### config.mk
export PLATFORM = sky130hd
export DESIGN_NAME = dmem_port_arbiter
export DESIGN_NICKNAME = d
export VERILOG_FILES = /design/src/rtl/dmem_port_arbiter.sv
export SDC_FILE = /design/constraint.sdc
export NUM_CORES = 1
export LEC_CHECK = 0
export ABC_CLOCK_PERIOD_IN_PS = 3150
export CAP_MARGIN = 20
export CELL_PAD_IN_SITES_DETAIL_PLACEMENT = 0
export CELL_PAD_IN_SITES_GLOBAL_PLACEMENT = 1
export CORE_AREA = 2 2 228 230
export CTS_BUF_LIST = sky130_fd_sc_hd__clkbuf_4
export DETAILED_ROUTE_END_ITERATION = 8
export DIE_AREA = 0 0 230 232
export PLACE_DENSITY = 0.53
export SYNTH_ARGS = -nofsm -noshare
export SYNTH_HDL_FRONTEND = slang
export SYNTH_SLANG_ARGS = --single-unit
### constraint.sdc
create_clock -name clk -period 3.15 [get_ports clk]
set_input_delay 0.945 -clock clk [delete_from_list [all_inputs] [get_ports clk]]
set_output_delay 0.945 -clock clk [all_outputs]
set_load 0.05 [all_outputs]
### src/rtl/dmem_port_arbiter.sv
// Data-memory port arbiter between the pipeline MEM stage and a loader/debug requester.
// Optional starvation guard (forced loader slot) enabled by defining DMEM_ARB_STARVE_GUARD_EN.
module dmem_port_arbiter #(
  parameter int unsigned ADDR_W     = 64,
  parameter int unsigned DATA_W     = 64,
  parameter int unsigned STARVE_MAX = 8
) (
  input  logic              clk,
  input  logic              reset,
  input  logic              cpu_memread,
  input  logic              cpu_memwrite,
  input  logic [ADDR_W-1:0] cpu_addr,
  input  logic [DATA_W-1:0] cpu_wdata,
  output logic [DATA_W-1:0] cpu_rdata,
  output logic              cpu_stall,
  input  logic              ld_req,
  input  logic              ld_we,
  input  logic [ADDR_W-1:0] ld_addr,
  input  logic [DATA_W-1:0] ld_wdata,
  output logic              ld_ack,
  output logic [DATA_W-1:0] ld_rdata,
  output logic [ADDR_W-1:0] mem_addr,
  output logic [DATA_W-1:0] mem_wdata,
  output logic              mem_memread,
  output logic              mem_memwrite,
  input  logic [DATA_W-1:0] mem_rdata
);

  if (STARVE_MAX < 1 || STARVE_MAX > 255) begin : g_bad_starve_max
    $error("dmem_port_arbiter: STARVE_MAX must be in 1..255");
  end

  logic              cpu_active;
  logic              ld_eligible;
  logic              ld_grant;
  logic              ld_ack_q,   ld_ack_d;
  logic [DATA_W-1:0] ld_rdata_q, ld_rdata_d;

  assign cpu_active  = cpu_memread | cpu_memwrite;
  // A request sitting in its own ack cycle has already been served.
  assign ld_eligible = ld_req & ~ld_ack_q;

`ifdef DMEM_ARB_STARVE_GUARD_EN
  localparam logic [7:0] STARVE_MAX_C = 8'(STARVE_MAX);

  logic [7:0] starve_cnt_q, starve_cnt_d;
  logic       starve_forced;

  assign starve_forced = (starve_cnt_q == STARVE_MAX_C);
  assign ld_grant      = ld_eligible & (~cpu_active | starve_forced);
  assign cpu_stall     = ld_grant & cpu_active;

  always_comb begin
    starve_cnt_d = starve_cnt_q;
    if (!ld_eligible || ld_grant) begin
      starve_cnt_d = '0;
    end else if (cpu_active && !starve_forced) begin
      starve_cnt_d = starve_cnt_q + 8'd1;
    end
  end

  always_ff @(posedge clk or posedge reset) begin
    if (reset) begin
      starve_cnt_q <= '0;
    end else begin
      starve_cnt_q <= starve_cnt_d;
    end
  end
`else
  assign ld_grant  = ld_eligible & ~cpu_active;
  assign cpu_stall = 1'b0;
`endif

  always_comb begin
    mem_addr     = cpu_addr;
    mem_wdata    = cpu_wdata;
    mem_memread  = cpu_memread;
    mem_memwrite = cpu_memwrite;
    if (ld_grant) begin
      mem_addr     = ld_addr;
      mem_wdata    = ld_wdata;
      mem_memread  = ~ld_we;
      mem_memwrite = ld_we;
    end
  end

  assign cpu_rdata = mem_rdata;

  always_comb begin
    ld_ack_d   = ld_grant;
    ld_rdata_d = ld_rdata_q;
    if (ld_grant && !ld_we) begin
      ld_rdata_d = mem_rdata;
    end
  end

  always_ff @(posedge clk or posedge reset) begin
    if (reset) begin
      ld_ack_q   <= 1'b0;
      ld_rdata_q <= '0;
    end else begin
      ld_ack_q   <= ld_ack_d;
      ld_rdata_q <= ld_rdata_d;
    end
  end

  assign ld_ack   = ld_ack_q;
  assign ld_rdata = ld_rdata_q;

endmodule

==> impl_metrics.py, run 1 <==
metrics = {
    "outcome": {
        "status": "finished, violations left",
        "violations": "negative setup slack",
    },
    "power": {
        "ir_drop_mv": 0.219,
        "powerDensity_mw_per_mm2": 385,
        "finalPower_mw": 4.97,
        "p_leak_nw": 5.35,
    },
    "sta": {
        "rsz0062_at_grt": "true",
        "skew_ns": 0.0102,
        "hold_viol": 0,
        "max_freq_ghz": 0.301,
        "worstMarginPinSlew_ns": 0.561,
        "finalCriticalPeriod_ns": 3.32,
        "relSlewSlack_pct": 62.5,
        "finalCritPeriodShare_pct": 106,
        "maxSlewViolCount": 0,
        "timing.final.ws_setup_ns": -0.174,
        "fin_tns_setup_ns": -14.53,
        "setup_viol": 128,
    },
    "hold_path": {
        "hp-class": "flop to flop",
        "worstHoldStart": "ld_rdata[27]$_DFFE_PP0P_",
        "hold_depth": 1,
        "holdPathEnd": "ld_rdata[27]$_DFFE_PP0P_",
    },
    "global_route": {
        "grtUsageMet2_pct": 17.1,
        "gr-usage-met1_pct": 11.1,
        "grt_antenna_before_repair": 5,
        "grt_max_degree": 66,
        "grt_usage_pct": 9.87,
        "use_met3_pct": 3.27,
        "gr-total-overflow": 0,
        "grt_pass1_wl_microns": 37500,
        "busiest_layer": "met2",
        "grt_pass1_vias": 5252,
    },
    "route": {
        "viasPerCell": 3.11,
        "drtIter0Drc": 88,
        "ant_nets": 0,
        "vias": 4899,
        "dr.pass1.iters": 4,
        "wl_per_cell_microns": 18.5,
        "wl_microns": 29100,
        "drc": 0,
    },
    "floorplanning": {
        "rows": 83,
        "initial_utilization_pct": 8.76,
        "io_pins": 586,
        "dieArea_sq_mm": 0.0534,
        "fp.dieH_microns": 232,
        "core-area_sq_mm": 0.0509,
        "die_w_microns": 230,
    },
    "clocking": {
        "cts-root-buf": "clkbuf_4",
        "clk_pin_slew_ns": 0.10,
        "numClockSinks": 65,
        "htree_levels": 3,
        "cts_hold_buffers": 0,
        "insertion_delay_ns": 0.47,
        "tritoncts": "done",
        "clk_path_buf_depth": 2,
        "numCtsBuffers": 9,
    },
    "placement": {
        "hpwl_microns": 24000,
        "place_ws_ns": -0.675,
        "portBuffers": 584,
        "gp_congestion": 0.803,
    },
    "setup_path": {
        "path_cells": "buf_8 > nor4b_4 > buf_6 > buf_12 > clkbuf_16 > mux2_4 > buf_8",
        "reg2reg_to": "ld_rdata[8]$_DFFE_PP0P_",
        "endpoint_kind": "output port",
        "cp_common_cell": "buf_8",
        "r2r_slack_ns": 1.10,
        "worstPathMaxFanout": 8,
        "criticalPathCategory": "primary input to output port",
        "max_stage_delay_ns": 0.32,
        "required_ns": 2.20,
        "reg2reg_from": "ld_ack$_DFF_PP0_",
        "crit_arrival_ns": 2.38,
        "crit_path_top_delay_cell": "mux2_4",
        "startpoint_type": "primary input",
        "reg2reg_depth": 7,
    },
    "job": {
        "maxCapViolations": 0,
    },
    "final_layout": {
        "synthToLayoutAreaGrowth_pct": 190,
        "fin_util_pct": 25.4,
        "drive_gt1_share_pct": 43.3,
        "fin_nets": 1214,
    },
    "synth": {
        "syn_avg_cell_area_sq_um": 12.8,
        "synth_warnings": 0,
        "ys_seq_elements": 65,
        "ys_seq_area_share_pct": 36.5,
        "synth_fp_nets": 675,
        "ys_types": 12,
        "syn_inst": 349,
        "syn_area_sq_mm": 0.00446,
    },
}
-- routing by layer --
metal,up-vias,wire [microns]
met2,269,15200
met3,28,2360
li1,2270,-
met4,2,739
met1,2330,10900
met5,-,12
-- through the flow --
stage	cells	cell area, sq um	hold slack, ns
global route	1577	12900	0.513
CTS	1568	12100	0.502
floorplan	349	4460	0.828
finish	1577	12900	0.494
global placement	1549	11100	0.467
detailed placement	1549	11100	0.474
-- worst max-delay path, delay by kind of cell --
family | cells | cell delay [ns]
buf+inv | 5 | 0.81
mux | 1 | 0.32
simple gates | 1 | 0.27
-- power by group --
part / total, mW / switching, mW / internal [mW]
combinational: 3.28 / 1.81 / 1.47
clock: 0.581 / 0.336 / 0.245
sequential: 1.11 / 0.0890 / 1.03
-- cell type report --
type / count / area [sq um]
Fill cell: 5355 / 38000
Multi-Input combinational cell: 197 / 2650
Antenna cell: 4 / 10.0
Clock buffer: 10 / 75.1
Clock inverter: 6 / 58.8
Tap cell: 680 / 851
Inverter: 1 / 3.75
Sequential cell: 65 / 1630
Timing Repair Buffer: 614 / 7660
-- repair_timing --
action | CTS | global route
pin swaps | 1 | 1
setup endpoints to repair | 130 | 128
setup buffers | 2 | 1
cloned | 1 | 5
gates resized for setup | 209 | 198
-- how the worst max path moves through the flow --
| stage | depth (start not counted) | end | slack, ns | start |
|---|---|---|---|---|
| global placement | 6 | mem_wdata[24] | -0.66 | cpu_memread |
| global route | 7 | mem_wdata[28] | -0.24 | cpu_memwrite |
| CTS | 7 | mem_wdata[38] | -0.21 | cpu_memread |
| floorplan | 4 | mem_addr[17] | 0.02 | cpu_memwrite |
| detailed placement | 6 | mem_wdata[24] | -0.67 | cpu_memread |
| finish | 7 | mem_wdata[28] | -0.17 | cpu_memwrite |
-- state kept, by name (all words and copies together) (netlist names) --
name / count
ld_ack: 1
ld_rdata: 64
-- cells in the final DEF, fill, tap and decap left out --
cell               n
or2_2              1
clkdlybuf4s50_1  387
clkbuf_16          4
clkbuf_4          10
buf_16             1
inv_2              1
mux2_2            28
clkinv_1           2
nor2b_4            1
mux2_4           115
mux2_1            49
diode_2            4
buf_8            112
bufinv_16          1
buf_12            86
clkinv_4           1
clkinv_2           1
a21o_1             1
dfrtp_1           65
buf_4              4
clkdlybuf4s15_1    1
clkinvlp_4         1
buf_6             19
conb_1             1
nor4b_4            1
-- Yosys cell counts --
master,count,area (sq um)
buf_2,15,75.1
nor2b_1,1,6.26
buf_4,66,495
buf_6,5,56.3
conb_1,1,3.75
inv_1,1,3.75
mux2_2,143,1610
a21o_1,1,7.51
dfrtp_1,65,1630
mux2_1,49,552
or2_2,1,6.26
nor4b_2,1,15.0
-- cell families (layout without fill, tap and decap cells) --
family                 Yosys count  in the layout  share of synthesized area (%)
AOI/OAI and AO/OA                1              1                          0.168
and+or+nand+nor                  3              3                          0.618
muxes                          192            192                           48.5
DFF                             65             65                           36.5
other                            1              5                         0.0841
buffers and inverters           87            631                           14.1
Note: power is estimated with default switching activity, not from simulation.
==> run 2, diff against run 1 <==
RECOVER_POWER = 25   (was not set)
==> run 2 against run 1 <==
  * The flow finishes with violations (max-capacitance violations, max-slew violations, negative setup slack)
  * Clock skew unchanged
  * Die area unchanged
  * Final area decreased by 0.12%
  * Clock-buffer cell count unchanged
  * Sequential power about the same
  * Critical path depth unchanged
  * Combinational power about the same
  * Critical path type unchanged
  * Critical endpoint unchanged
==> impl_metrics.py, run 2 (same netlist as run 1, synthesis figures left out) <==
metrics = {
    "outcome": {
        "status": "finished, violations left",
        "violations": "max-capacitance violations, max-slew violations, negative setup slack",
    },
    "clocking": {
        "clk_path_buf_depth": 2,
        "tritoncts": "done",
        "htree_levels": 3,
        "numCtsBuffers": 9,
        "cts-root-buf": "clkbuf_4",
        "numClockSinks": 65,
        "clk_pin_slew_ns": 0.10,
        "insertion_delay_ns": 0.47,
    },
    "final_layout": {
        "largest_reg_flops": 64,
        "fin_util_pct": 25.4,
        "finalNonFillerCells": 1577,
        "fin_nets": 1214,
        "layout_common_cells": "clkdlybuf4s50_1 (386), mux2_4 (115), buf_8 (112), buf_12 (85), dfrtp_1 (65)",
        "layout_commonest_cell": "clkdlybuf4s50_1",
        "drive_gt1_share_pct": 43.2,
        "stdcell_area_sq_mm": 0.0129,
        "synthToLayoutAreaGrowth_pct": 190,
    },
    "setup_path": {
        "worstPathMaxFanout": 8,
        "startpoint": "cpu_memwrite",
        "endpoint_kind": "output port",
        "reg2reg_depth": 7,
        "crit_arrival_ns": 2.38,
        "criticalPathCategory": "primary input to output port",
        "cp_common_cell": "buf_8",
        "reg2reg_from": "ld_ack$_DFF_PP0_",
        "max_stage_delay_ns": 0.32,
        "required_ns": 2.20,
        "worstSetupEndpoint": "mem_wdata[28]",
        "startpoint_type": "primary input",
        "reg2reg_to": "ld_rdata[8]$_DFFE_PP0P_",
        "crit_path_top_delay_cell": "mux2_4",
        "path_cells": "buf_8 > nor4b_4 > buf_6 > buf_12 > clkbuf_16 > mux2_4 > buf_8",
        "r2r_slack_ns": 1.10,
    },
    "sta": {
        "maxSlewViolCount": 66,
        "timing.final.ws_setup_ns": -0.174,
        "rsz0062_at_grt": "true",
        "relSlewSlack_pct": -15.5,
        "hold_slack_ns": 0.494,
        "setup_viol": 128,
        "skew_ns": 0.0102,
        "max_freq_ghz": 0.301,
        "fin_tns_setup_ns": -14.51,
        "finalCritPeriodShare_pct": 106,
        "finalCriticalPeriod_ns": 3.32,
        "worstMarginPinSlew_ns": 1.73,
        "hold_viol": 0,
    },
    "power": {
        "finalPower_mw": 4.97,
        "ir_drop_mv": 0.219,
        "p_leak_nw": 5.34,
        "powerDensity_mw_per_mm2": 385,
    },
    "placement": {
        "portBuffers": 584,
        "place_ws_ns": -0.675,
        "hpwl_microns": 24000,
        "gp_congestion": 0.803,
        "placed_area_sq_mm": 0.0111,
        "placed_cells": 1549,
    },
    "route": {
        "viasPerCell": 3.11,
        "dr.pass1.iters": 3,
        "ant_nets": 0,
        "wl_microns": 29100,
        "drc": 0,
        "vias": 4909,
        "wl_per_cell_microns": 18.5,
        "drtIter0Drc": 83,
    },
    "floorplanning": {
        "io_pins": 586,
        "initial_utilization_pct": 8.76,
        "core-area_sq_mm": 0.0509,
        "die_w_microns": 230,
        "fp.dieH_microns": 232,
        "dieArea_sq_mm": 0.0534,
        "rows": 83,
    },
    "job": {
        "maxCapViolations": 1,
    },
    "global_route": {
        "grt_usage_pct": 9.87,
        "grt_max_degree": 66,
        "grt_antenna_before_repair": 5,
        "grt_pass1_vias": 5252,
        "grt_pass1_wl_microns": 37500,
        "gr-total-overflow": 0,
    },
    "hold_path": {
        "hp-class": "flop to flop",
    },
}
-- run 2: cell count changes in the layout (fill, tap and decap cells not counted) --
cell,previous run,this run
buf_12,86,85
clkbuf_2,0,1
clkdlybuf4s50_1,387,386
clkinv_1,2,3
dlygate4sd3_1,0,1
inv_2,1,0
-- run 2: worst min-delay path by stage --
stage / from / to / slack, ns / cells after the start
2_1_floorplan: ld_rdata[0]$_DFFE_PP0P_ / ld_rdata[0]$_DFFE_PP0P_ / 0.83 / 1
3_3_place_gp: ld_rdata[40]$_DFFE_PP0P_ / ld_rdata[40]$_DFFE_PP0P_ / 0.47 / 1
3_5_place_dp: ld_rdata[43]$_DFFE_PP0P_ / ld_rdata[43]$_DFFE_PP0P_ / 0.47 / 1
4_1_cts: ld_rdata[58]$_DFFE_PP0P_ / ld_rdata[58]$_DFFE_PP0P_ / 0.50 / 1
5_1_grt: ld_rdata[23]$_DFFE_PP0P_ / ld_rdata[23]$_DFFE_PP0P_ / 0.51 / 1
6_report: ld_rdata[27]$_DFFE_PP0P_ / ld_rdata[27]$_DFFE_PP0P_ / 0.49 / 1
-- run 2: layout make-up --
class                           count  area (sq um)
Antenna cell                        4          10.0
Clock buffer                       10          75.1
Clock inverter                      6          58.8
Fill cell                        5357         38000
Inverter                            1          3.75
Multi-Input combinational cell    197          2650
Sequential cell                    65          1630
Tap cell                          680           851
Timing Repair Buffer              614          7640
-- run 2: repair_timing --
action	4_1_cts	5_1_grt
endpoints found under the setup margin	130	128
pin swaps	1	1
hold buffers	0	0
resized for setup	209	198
cloned	1	5
setup buffers	2	1
-- run 2: per-layer routing --
| layer | track usage, % | share of wire (%) | vias up |
|---|---|---|---|
| met5 | 0 | 0.041 | - |
| met4 | 4.21 | 2.6 | 2 |
| met3 | 3.27 | 8.1 | 28 |
| met2 | 17.1 | 52 | 269 |
| met1 | 11.1 | 37 | 2341 |
| li1 | - | - | 2269 |
-- run 2: power by group --
part           internal, mW  total [mW]  leakage (nW)  switching [mW]
clock network         0.245       0.582        0.0715           0.337
logic                  1.46        3.28          4.48            1.81
registers              1.03        1.11         0.784          0.0889
total                  2.73        4.97          5.34            2.24
-- run 2: worst max-delay path, delay by kind of cell --
kind,cells,cell delay (ns)
mux,1,0.32
buf+inv,5,0.81
simple gates,1,0.27
==> run 3, diff against run 2 <==
--- a/config.mk
+++ b/config.mk
@@ -7,5 +7,5 @@
 export LEC_CHECK = 0
 export ABC_CLOCK_PERIOD_IN_PS = 3150
-export CAP_MARGIN = 20
+export CAP_MARGIN = 30
 export CELL_PAD_IN_SITES_DETAIL_PLACEMENT = 0
 export CELL_PAD_IN_SITES_GLOBAL_PLACEMENT = 1
==> constraint.sdc (replaced) <==
create_clock -name clk -period 3.15 [get_ports clk]
set_input_delay 0.945 -clock clk [delete_from_list [all_inputs] [get_ports clk]]
set_output_delay 0.945 -clock clk [all_outputs]
set_load 0.02 [all_outputs]
==> run 3 against run 2 <==
  * First-iteration DRC count is 7.2% lower
  * Setup slack worse by 0.22 ns
  * Sequential cell count stayed put
  * Total power is 17% lower
  * Clock-buffer cell count stayed put
  * Via count is 3.3% higher
  * The run ends with negative setup slack left
  * Clock power is 28% higher
  * Critical path type unchanged
  * Wire length is 1.4% lower
==> impl_metrics.py, run 3 (same netlist as run 1, synthesis figures left out) <==
metrics = {
    "hold_path": {
        "hp-class": "flop to flop",
    },
    "sta": {
        "hold_viol": 0,
        "timing.final.ws_setup_ns": -0.398,
        "rsz0062_at_grt": "true",
        "relSlewSlack_pct": 21.7,
        "skew_ns": 0.0157,
        "maxSlewViolCount": 0,
        "fin_tns_setup_ns": -29.72,
        "setup_viol": 128,
        "finalCritPeriodShare_pct": 113,
        "max_freq_ghz": 0.282,
        "worstMarginPinSlew_ns": 1.17,
        "finalCriticalPeriod_ns": 3.55,
    },
    "final_layout": {
        "finalNonFillerCells": 1642,
        "layout_common_cells": "clkdlybuf4s50_1 (450), buf_6 (158), mux2_4 (115), dfrtp_1 (65), mux2_1 (49)",
        "drive_gt1_share_pct": 40.8,
        "fin_nets": 1282,
        "seqCellArea_sq_mm": 0.00163,
        "largest_reg_flops": 64,
        "fillers": 5446,
        "layout_commonest_cell": "clkdlybuf4s50_1",
        "synthToLayoutAreaGrowth_pct": 181,
        "multi_input_area_sq_mm": 0.00265,
        "stdcell_area_sq_mm": 0.0125,
    },
    "clocking": {
        "tritoncts": "done",
        "insertion_delay_ns": 0.44,
        "clk_pin_slew_ns": 0.10,
        "cts_hold_buffers": 0,
        "numClockSinks": 65,
        "numCtsBuffers": 9,
        "clk_path_buf_depth": 2,
        "cts-root-buf": "clkbuf_4",
        "htree_levels": 3,
    },
    "floorplanning": {
        "core-area_sq_mm": 0.0509,
        "rows": 83,
        "fp.dieH_microns": 232,
        "die_w_microns": 230,
        "initial_utilization_pct": 8.76,
        "io_pins": 586,
        "dieArea_sq_mm": 0.0534,
    },
    "global_route": {
        "grt_pass1_wl_microns": 38900,
        "gr-total-overflow": 0,
        "grt_antenna_before_repair": 2,
        "grt_usage_pct": 10.0,
        "grt_max_degree": 65,
        "grt_pass1_vias": 5592,
    },
    "placement": {
        "hpwl_microns": 23100,
        "gp_congestion": 0.751,
        "place_ws_ns": -0.994,
        "placed_cells": 1547,
        "portBuffers": 584,
        "placed_area_sq_mm": 0.0107,
    },
    "job": {
        "maxCapViolations": 0,
    },
    "power": {
        "p_leak_nw": 5.24,
        "powerDensity_mw_per_mm2": 330,
        "finalPower_mw": 4.14,
        "ir_drop_mv": 0.254,
    },
    "setup_path": {
        "criticalPathCategory": "primary input to output port",
        "r2r_slack_ns": 0.68,
        "crit_arrival_ns": 2.60,
        "reg2reg_to": "ld_rdata[16]$_DFFE_PP0P_",
        "required_ns": 2.20,
        "startpoint_type": "primary input",
        "worstSetupEndpoint": "mem_addr[10]",
        "startpoint": "cpu_memread",
        "worstPathMaxFanout": 4,
        "endpoint_kind": "output port",
        "reg2reg_depth": 7,
        "reg2reg_from": "ld_ack$_DFF_PP0_",
    },
    "outcome": {
        "violations": "negative setup slack",
        "status": "finished, violations left",
    },
    "route": {
        "viasPerCell": 3.09,
        "ant_nets": 0,
        "wl_per_cell_microns": 17.5,
        "dr.pass1.iters": 4,
        "drc": 0,
        "wl_microns": 28700,
        "drtIter0Drc": 77,
        "vias": 5069,
    },
}
[run 3: worst max-delay path: stages]
cell and delay, ns:
buf_8 0.10, nor4b_4 0.25, buf_6 0.16, buf_12 0.13, buf_12 0.13, buf_16 0.11, buf_8 0.10, buf_6 0.11
buf_6 0.09, mux2_4 0.31, buf_6 0.14
[run 3: layout make-up]
| class | count | area share [%] |
|---|---|---|
| well taps | 680 | 6.78 |
| flip-flops and latches | 65 | 13.0 |
| diodes | 1 | 0.0199 |
| clock buffers | 10 | 0.598 |
| clock inverters | 6 | 0.848 |
| repair buffers | 682 | 57.6 |
| inverters | 1 | 0.0299 |
| multi-input cells | 197 | 21.1 |
[run 3: through the flow]
step	utilization, %	hold WS, ns
2_1_floorplan	-	0.609
3_3_place_gp	21.1	0.466
3_5_place_dp	21.1	0.474
4_1_cts	23.8	0.499
5_1_grt	24.7	0.514
6_report	24.7	0.493
[run 3: worst min path at each step]
| stage | cells past startpoint | slack [ns] | endpoint | from |
|---|---|---|---|---|
| finish | 1 | 0.49 | ld_rdata[52]$_DFFE_PP0P_ | ld_rdata[52]$_DFFE_PP0P_ |
| floorplan | 1 | 0.61 | ld_rdata[0]$_DFFE_PP0P_ | ld_rdata[0]$_DFFE_PP0P_ |
| detailed placement | 1 | 0.47 | ld_rdata[60]$_DFFE_PP0P_ | ld_rdata[60]$_DFFE_PP0P_ |
| global route | 1 | 0.51 | ld_rdata[20]$_DFFE_PP0P_ | ld_rdata[20]$_DFFE_PP0P_ |
| CTS | 1 | 0.50 | ld_rdata[52]$_DFFE_PP0P_ | ld_rdata[52]$_DFFE_PP0P_ |
| global placement | 1 | 0.47 | ld_rdata[40]$_DFFE_PP0P_ | ld_rdata[40]$_DFFE_PP0P_ |
[run 3: timing repair]
item / in CTS / in global routing
gates cloned: 6 / 1
pin swaps: 0 / 1
buffers inserted: 64 / 24
setup endpoints to repair: 130 / 129
gates resized for setup: 784 / 147
[run 3: report_power, final]
group	leakage (nW)	switching (mW)	total (mW)	internal, mW
sequential	0.784	0.0887	1.11	1.02
combinational	4.37	0.942	2.28	1.34
clock	0.0940	0.336	0.743	0.407
total	5.24	1.37	4.14	2.77
[run 3: per-layer routing]
| layer | routed length [microns] | GRT usage [%] | up-vias |
|---|---|---|---|
| met5 | 13 | 0 | - |
| met4 | 240 | 1.92 | 2 |
| met3 | 2510 | 3.78 | 16 |
| li1 | - | - | 2407 |
| met1 | 10900 | 11.3 | 2389 |
| met2 | 15000 | 18.1 | 255 |
